File: src/rtl/calc2_pkg.sv
// calc2_pkg: shared types and sizing for the calc2 four-port calculator
package calc2_pkg;
  localparam int DATA_W = 32;
  localparam int QDEPTH = 4;
  localparam int QAW = $clog2(QDEPTH);
  localparam int CNTW = $clog2(QDEPTH + 1);
  typedef enum logic [3:0] {
    CMD_NONE = 4'd0,
    CMD_ADD  = 4'd1,
    CMD_SUB  = 4'd2,
    CMD_SHL  = 4'd5,
    CMD_SHR  = 4'd6
  } cmd_e;
  typedef enum logic [1:0] {
    RESP_NONE = 2'd0,
    RESP_OK   = 2'd1,
    RESP_ERR  = 2'd2
  } resp_e;
  typedef enum logic {
    CAP_IDLE,
    CAP_OP2
  } cap_e;
  typedef struct packed {
    logic [3:0]        cmd;
    logic [DATA_W-1:0] op1;
    logic [DATA_W-1:0] op2;
    logic [1:0]        tag;
  } req_t;
endpackage

File: src/rtl/calc2_port_in.sv
// calc2_port_in: per-port two-cycle command capture feeding a QDEPTH-entry FIFO
module calc2_port_in
  import calc2_pkg::*;
(
  input  logic              i_clk,
  input  logic              i_rst,
  input  logic [3:0]        i_cmd,
  input  logic [DATA_W-1:0] i_data,
  input  logic [1:0]        i_tag,
  input  logic              i_pop,
  output logic              o_valid,
  output req_t              o_head
);
  cap_e              r_state;
  cap_e              w_next;
  logic              w_latch;
  logic              w_push;
  logic [3:0]        r_cmd;
  logic [DATA_W-1:0] r_op1;
  logic [1:0]        r_tag;
  req_t              r_mem [QDEPTH];
  logic [QAW-1:0]    r_wp;
  logic [QAW-1:0]    r_rp;
  logic [CNTW-1:0]   r_count;
  // capture state register
  always_ff @(posedge i_clk or posedge i_rst)
    if (i_rst) r_state <= CAP_IDLE;
    else r_state <= w_next;
  // a nonzero command in IDLE starts a transfer; operand 2 always follows next cycle
  always_comb w_next = (r_state == CAP_IDLE && i_cmd != 4'd0) ? CAP_OP2 : CAP_IDLE;
  // latch the first half in IDLE; push the whole command in OP2 unless the FIFO is full
  always_comb begin
    w_latch = r_state == CAP_IDLE && i_cmd != 4'd0;
    w_push  = r_state == CAP_OP2 && r_count != CNTW'(QDEPTH);
  end
  // hold command, operand 1 and tag across the OP2 cycle
  always_ff @(posedge i_clk or posedge i_rst)
    if (i_rst) begin
      r_cmd <= '0;
      r_op1 <= '0;
      r_tag <= '0;
    end else if (w_latch) begin
      r_cmd <= i_cmd;
      r_op1 <= i_data;
      r_tag <= i_tag;
    end
  // FIFO pointers and occupancy; a push and a pop may coincide
  always_ff @(posedge i_clk or posedge i_rst)
    if (i_rst) begin
      r_wp    <= '0;
      r_rp    <= '0;
      r_count <= '0;
    end else begin
      if (w_push) r_wp <= r_wp + QAW'(1);
      if (i_pop) r_rp <= r_rp + QAW'(1);
      r_count <= r_count + CNTW'(w_push) - CNTW'(i_pop);
    end
  // FIFO storage; occupancy gates every read so no reset is needed
  always_ff @(posedge i_clk)
    if (w_push) r_mem[r_wp] <= {r_cmd, r_op1, i_data, r_tag};
  assign o_valid = r_count != '0;
  assign o_head  = r_mem[r_rp];
endmodule

File: src/rtl/calc2_top.sv
// calc2_top: four-port tagged calculator, round-robin onto one ALU (shifter gated by CALC2_SHIFT_EN)
module calc2_top
  import calc2_pkg::*;
(
  input  logic              c_clk,
  input  logic              reset,
  input  logic [3:0]        req1_cmd_in,
  input  logic [DATA_W-1:0] req1_data_in,
  input  logic [1:0]        req1_tag_in,
  input  logic [3:0]        req2_cmd_in,
  input  logic [DATA_W-1:0] req2_data_in,
  input  logic [1:0]        req2_tag_in,
  input  logic [3:0]        req3_cmd_in,
  input  logic [DATA_W-1:0] req3_data_in,
  input  logic [1:0]        req3_tag_in,
  input  logic [3:0]        req4_cmd_in,
  input  logic [DATA_W-1:0] req4_data_in,
  input  logic [1:0]        req4_tag_in,
  output logic [1:0]        out_resp1,
  output logic [DATA_W-1:0] out_data1,
  output logic [1:0]        out_tag1,
  output logic [1:0]        out_resp2,
  output logic [DATA_W-1:0] out_data2,
  output logic [1:0]        out_tag2,
  output logic [1:0]        out_resp3,
  output logic [DATA_W-1:0] out_data3,
  output logic [1:0]        out_tag3,
  output logic [1:0]        out_resp4,
  output logic [DATA_W-1:0] out_data4,
  output logic [1:0]        out_tag4
);
  logic [3:0]        w_cmd  [4];
  logic [DATA_W-1:0] w_data [4];
  logic [1:0]        w_tag  [4];
  req_t              w_head [4];
  logic [3:0]        w_valid;
  logic [3:0]        w_pop;
  logic              w_gnt_vld;
  logic [1:0]        w_gnt;
  logic [1:0]        w_idx;
  logic [1:0]        r_last;
  logic              r_vld;
  logic [1:0]        r_port;
  req_t              r_req;
  logic [DATA_W:0]   w_sum;
  logic              w_ok;
  logic [DATA_W-1:0] w_val;
  logic [1:0]        r_resp [4];
  logic [DATA_W-1:0] r_data [4];
  logic [1:0]        r_tag  [4];
  assign w_cmd  = '{req1_cmd_in, req2_cmd_in, req3_cmd_in, req4_cmd_in};
  assign w_data = '{req1_data_in, req2_data_in, req3_data_in, req4_data_in};
  assign w_tag  = '{req1_tag_in, req2_tag_in, req3_tag_in, req4_tag_in};
  for (genvar g = 0; g < 4; g++) begin : g_port
    calc2_port_in u_port (
      .i_clk  (c_clk),
      .i_rst  (reset),
      .i_cmd  (w_cmd[g]),
      .i_data (w_data[g]),
      .i_tag  (w_tag[g]),
      .i_pop  (w_pop[g]),
      .o_valid(w_valid[g]),
      .o_head (w_head[g])
    );
  end
  // round-robin: scan from the port after the last grant, lowest offset wins
  always_comb begin
    w_gnt_vld = 1'b0;
    w_gnt     = r_last;
    w_idx     = r_last;
    for (int k = 4; k >= 1; k--) begin
      w_idx = r_last + 2'(k);
      if (w_valid[w_idx]) begin
        w_gnt_vld = 1'b1;
        w_gnt     = w_idx;
      end
    end
  end
  assign w_pop = w_gnt_vld ? 4'b0001 << w_gnt : 4'b0000;
  // grant stage: pop the winning head into the ALU operand register
  always_ff @(posedge c_clk or posedge reset)
    if (reset) begin
      r_vld  <= 1'b0;
      r_port <= '0;
      r_req  <= '0;
      r_last <= 2'd3;
    end else begin
      r_vld  <= w_gnt_vld;
      r_port <= w_gnt;
      r_req  <= w_head[w_gnt];
      if (w_gnt_vld) r_last <= w_gnt;
    end
  // ALU: unsigned add/sub with carry/borrow as error, optional logical shifts
  always_comb begin
    w_sum = {1'b0, r_req.op1} + {1'b0, r_req.op2};
`ifdef CALC2_SHIFT_EN
    w_ok  = (r_req.cmd == CMD_ADD && !w_sum[DATA_W]) || (r_req.cmd == CMD_SUB && r_req.op1 >= r_req.op2) ||
            r_req.cmd == CMD_SHL || r_req.cmd == CMD_SHR;
    w_val = r_req.cmd == CMD_ADD ? w_sum[DATA_W-1:0] :
            r_req.cmd == CMD_SUB ? r_req.op1 - r_req.op2 :
            r_req.cmd == CMD_SHL ? r_req.op1 << r_req.op2[4:0] : r_req.op1 >> r_req.op2[4:0];
`else
    w_ok  = (r_req.cmd == CMD_ADD && !w_sum[DATA_W]) || (r_req.cmd == CMD_SUB && r_req.op1 >= r_req.op2);
    w_val = r_req.cmd == CMD_ADD ? w_sum[DATA_W-1:0] : r_req.op1 - r_req.op2;
`endif
  end
  // output registers: only the originating port responds, for one cycle
  always_ff @(posedge c_clk or posedge reset)
    if (reset) begin
      r_resp <= '{default: '0};
      r_data <= '{default: '0};
      r_tag  <= '{default: '0};
    end else begin
      for (int p = 0; p < 4; p++) begin
        r_resp[p] <= (r_vld && r_port == 2'(p)) ? (w_ok ? RESP_OK : RESP_ERR) : RESP_NONE;
        r_data[p] <= (r_vld && r_port == 2'(p) && w_ok) ? w_val : '0;
        r_tag[p]  <= (r_vld && r_port == 2'(p)) ? r_req.tag : 2'd0;
      end
    end
  assign out_resp1 = r_resp[0];
  assign out_data1 = r_data[0];
  assign out_tag1  = r_tag[0];
  assign out_resp2 = r_resp[1];
  assign out_data2 = r_data[1];
  assign out_tag2  = r_tag[1];
  assign out_resp3 = r_resp[2];
  assign out_data3 = r_data[2];
  assign out_tag3  = r_tag[2];
  assign out_resp4 = r_resp[3];
  assign out_data4 = r_data[3];
  assign out_tag4  = r_tag[3];
endmodule

File: config.mk
export PLATFORM = sky130hd
export DESIGN_NAME = calc2_top
export DESIGN_NICKNAME = d
export VERILOG_FILES = /design/src/rtl/calc2_pkg.sv /design/src/rtl/calc2_port_in.sv /design/src/rtl/calc2_top.sv
export SDC_FILE = /design/constraint.sdc
export NUM_CORES = 2
export LEC_CHECK = 0
export ABC_AREA = 1
export CORE_MARGIN = 2
export CORE_UTILIZATION = 38
export CTS_CLUSTER_DIAMETER = 150
export DETAILED_ROUTE_END_ITERATION = 10
export SLEW_MARGIN = 40
export SYNTH_ARGS = -nofsm -noshare
export SYNTH_HDL_FRONTEND = slang
export SYNTH_SLANG_ARGS = --single-unit
File: constraint.sdc
create_clock -name c_clk -period 21.1 [get_ports c_clk]
set_clock_uncertainty 0.1 [all_clocks]
set_input_delay 4.22 -clock c_clk [delete_from_list [all_inputs] [get_ports c_clk]]
set_output_delay 4.22 -clock c_clk [all_outputs]
set_load 0.03 [all_outputs]
==> impl_results.md <==
- Post-Synth Adder-Cell Area: 0.0192
- PD cells: approximately 180 mW/mm^2
- Syn nets: 6168
- Syn Std Cell Area: approximately 0.064 mm^2
- Inst Count DP: just over 8k
- CORE AREA: about 0.17 mm^2
- First-pass GRT wire length: about 270000 um
- Layout Nets: around 6.4k
- GP Congestion: approximately 0.94
- Root Buffer: clkbuf_16
- Maximum number of pins on one net before global-route repair: a little over 90
- Post-Synth XOR/XNOR Area: 0.00439
- Distinct cell type count after synthesis: 42
- Setup TNS: 0 ns
- Number of global-route vias before repair: 40.8k
- Crit-path slowest cell: clkinv_1
- Die X: 413 um
- Die ar.: ~0.17 mm^2
- Final setup vio count: 0
- PostCTS Resize Cnt: 0
- Worst path most repeated cell: nand2_1
- Setup Buffers After CTS: 0
- Drt via density: approximately 5.1
- I/O pin total: between 200 and 300
- Post-synthesis sequential area ratio: 0.688
- Flops & latches, synth: 1523
- Most used DFF post-synth: edfxtp_1
- Avg WL per Cell: about 22 um
- LEAKAGE: roughly 30 nW
- CTS Buf Count: roughly 160
- Fmax: 163 MHz
- Met3 GRT Util: 0.0381
- Most Crowded Layer GR: met2
- Final slew viol count: 0
- Synth warnings: 0
- Crit path largest cell delay: 0.75 ns
- WHS: 0.396 ns
- Largest family of logic cells by synthesized area: simple AND/OR/NAND/NOR gates
- Mux cell area share after synthesis: 0.000158
- Clock buffer depth: 3
- Die H: 413 um
- RSZ-0062 raised after global routing: no
- CTS tree: built
- Grt ovf: 0
- Post-Synth Simple-Gate Area: 0.149
- Critical Path AT: approximately 6.7 ns
- Final min period: 6.14 ns
- DRT Pass-1 Iters: 5
- Slew HR: 0.367
- DRC Markers: 0
- CP Data Required Time: 21.67 ns
- Max IR drop VDD: 0.222 mV
- Cell Count, Final, Fillers Out: 8489
- CP Max Fanout: 42
- Layout cell share with drive strength beyond 1: 0.0581
- DRT antenna net count: 0
- Initial Util: 0.381
- Area growth, synth to finish: 16.7%
- Clk slew on worst S/H paths: around 0.060 ns
- H-tree levels: 4
- Hold-fix buffers, CTS: 0
- Aggregate routed wire length: approximately 180000 um
- Drt initial violations: roughly 4.6k
- Row count: 150
- Worst Tran Pin Value: ~0.94 ns
- Sink Count: ~1.5k
- Syn Inst Count: slightly below 6k
- Clk_lat worst skew: ~0.80 ns
- Met2 GRT Util: 0.351
- Status: completed
- Final hold violation count: 0
- CP cell instances: clkdlybuf4s50_1 -> inv_1 -> nand4_1 -> nand2_1 -> buf_4 -> clkinv_1 -> buf_4 -> nand2_1 -> nand2_1
- Max cap viols: 0
- Ys async rst share: 0.265
- GRT Util Overall: 0.213
- Synth Area in Compound Gates: 0.0815
- CP Capture Type: flip-flop
- Met1 Use GR: 0.281
- Hold crit path type: reg2reg
- Startpoint type of the worst setup path: input port
- Initial antenna violation count: 15
- Buffers on Ports: 297
- Via count: 43.5k
- Mean Syn Cell Area: around 11 um^2
- HPWL after DPL: approximately 120000 um
- Number of flops mapped to enable cells by yosys: roughly 1.1k
- Tcrit/Tclk final: 0.291
- Setup CP Type: in2reg
-- metal layers --
layer / part of all wire / vias to the layer above
li1: - / 20300
met1: 0.41 / 21400
met2: 0.48 / 1506
met3: 0.071 / 263
met4: 0.036 / 8
met5: 0.00027 / -
-- layout make-up --
cell class / count / area (um^2)
diodes: 7 / 17.5
clock buffers: 218 / 4370
clock inverters: 81 / 946
fillers: 15600 / 92500
inverters: 634 / 2400
multi-input cells: 3458 / 16300
flip-flops and latches: 1523 / 43700
well taps: 2204 / 2760
repair buffers: 364 / 3630
-- synth_stat cells (22+ instances only) --
library cell	instances	share of area
nor2_1	799	0.047
nand3_1	280	0.022
clkbuf_1	230	0.014
dfrtp_1	401	0.16
nand2_1	1219	0.072
nand4_1	22	0.0022
o22ai_1	280	0.028
inv_1	622	0.037
ha_1	88	0.017
edfxtp_1	1120	0.53
o21ai_0	599	0.047
nor3_1	24	0.0019
a21oi_1	62	0.0049
buf_2	49	0.0039
-- path summary, 6_finish.rpt --
kind	from	depth (start not counted)	end	slack (ns)
setup / recovery	req3_cmd_in[0]	9	g_port[2].u_port.r_op1[11]$_DFFE_PP0P_	14.96
hold / removal	g_port[2].u_port.r_op1[18]$_DFFE_PP0P_	0	g_port[2].u_port.r_mem[1][52]$_DFFE_PP_	0.40
setup reg to reg	g_port[2].u_port.r_count[1]$_DFF_PP0_	18	g_port[1].u_port.r_count[2]$_DFF_PP0_	16.31
min in group asynchronous	reset	2	g_port[2].u_port.r_op1[28]$_DFFE_PP0P_	3.87
hold reg to reg	g_port[2].u_port.r_op1[18]$_DFFE_PP0P_	0	g_port[2].u_port.r_mem[1][52]$_DFFE_PP_	0.40
max in group asynchronous	reset	4	out_data4[2]$_DFF_PP0_	15.41
-- cells in the final DEF (no fill, tap or decap), types with 20 or more instances in the layout --
| master | netlist | routed |
|---|---|---|
| a21oi_1 | 62 | 62 |
| buf_4 | 11 | 42 |
| clkbuf_1 | 230 | 44 |
| clkbuf_16 | 0 | 161 |
| clkdlybuf4s50_1 | 0 | 297 |
| clkinv_1 | 5 | 21 |
| clkinv_2 | 0 | 28 |
| dfrtp_1 | 401 | 393 |
| edfxtp_1 | 1120 | 1120 |
| ha_1 | 88 | 88 |
| inv_1 | 622 | 616 |
| nand2_1 | 1219 | 1218 |
| nand3_1 | 280 | 280 |
| nand4_1 | 22 | 22 |
| nor2_1 | 799 | 783 |
| nor3_1 | 24 | 24 |
| o21ai_0 | 599 | 599 |
| o22ai_1 | 280 | 280 |
| xor2_1 | 21 | 20 |
-- kinds of logic (layout without fill, tap and decap cells) --
group / Yosys count / count (layout)
compound gates: 959 / 959
xor+xnor: 31 / 31
fa+ha+maj: 94 / 94
buf+inv: 939 / 1297
flops: 1523 / 1523
mux: 1 / 1
other cells: 0 / 7
simple gates: 2373 / 2373
-- power breakdown --
part	total [mW]	leakage [nW]	switching, mW	internal [mW]
Clock	2.83	2.58	1.20	1.63
Combinational	5.98	12.2	4.52	1.46
Sequential	4.45	15.4	0.359	4.09
Total	13.3	30.1	6.08	7.18
-- registers in the layout (all words and copies together) (netlist names), 4 cells and up --
| name | count |
|---|---|
| g_port.u_port.r_op1 | 128 |
| out_data2 | 32 |
| out_data4 | 32 |
| out_data1 | 32 |
| out_data3 | 32 |
| g_port.u_port.r_count | 12 |
| g_port.u_port.r_cmd | 16 |
| r_req | 70 |
| g_port.u_port.r_rp | 8 |
| g_port.u_port.r_mem | 1120 |
| g_port.u_port.r_tag | 8 |
| g_port.u_port.r_state | 4 |
| g_port.u_port.r_wp | 8 |
-- per-stage QoR --
stage          utilization  instance area (um^2)  setup WS, ns  total power, mW
3_5_place_dp         0.412                 68700         14.19             10.4
2_1_floorplan            -                 63500          5.57             8.01
4_1_cts              0.444                 74000         14.91             13.2
6_report             0.445                 74100         14.96             13.3
5_1_grt              0.445                 74100         14.85             14.0
3_3_place_gp         0.411                 68600         13.99             10.3
-- worst max-delay path: cells and delay by family --
| kind | cells | cell delay [ns] |
|---|---|---|
| and+or+nand+nor | 4 | 0.29 |
| buffers and inverters | 5 | 2.14 |
Note: power is estimated with default switching activity, not from simulation.
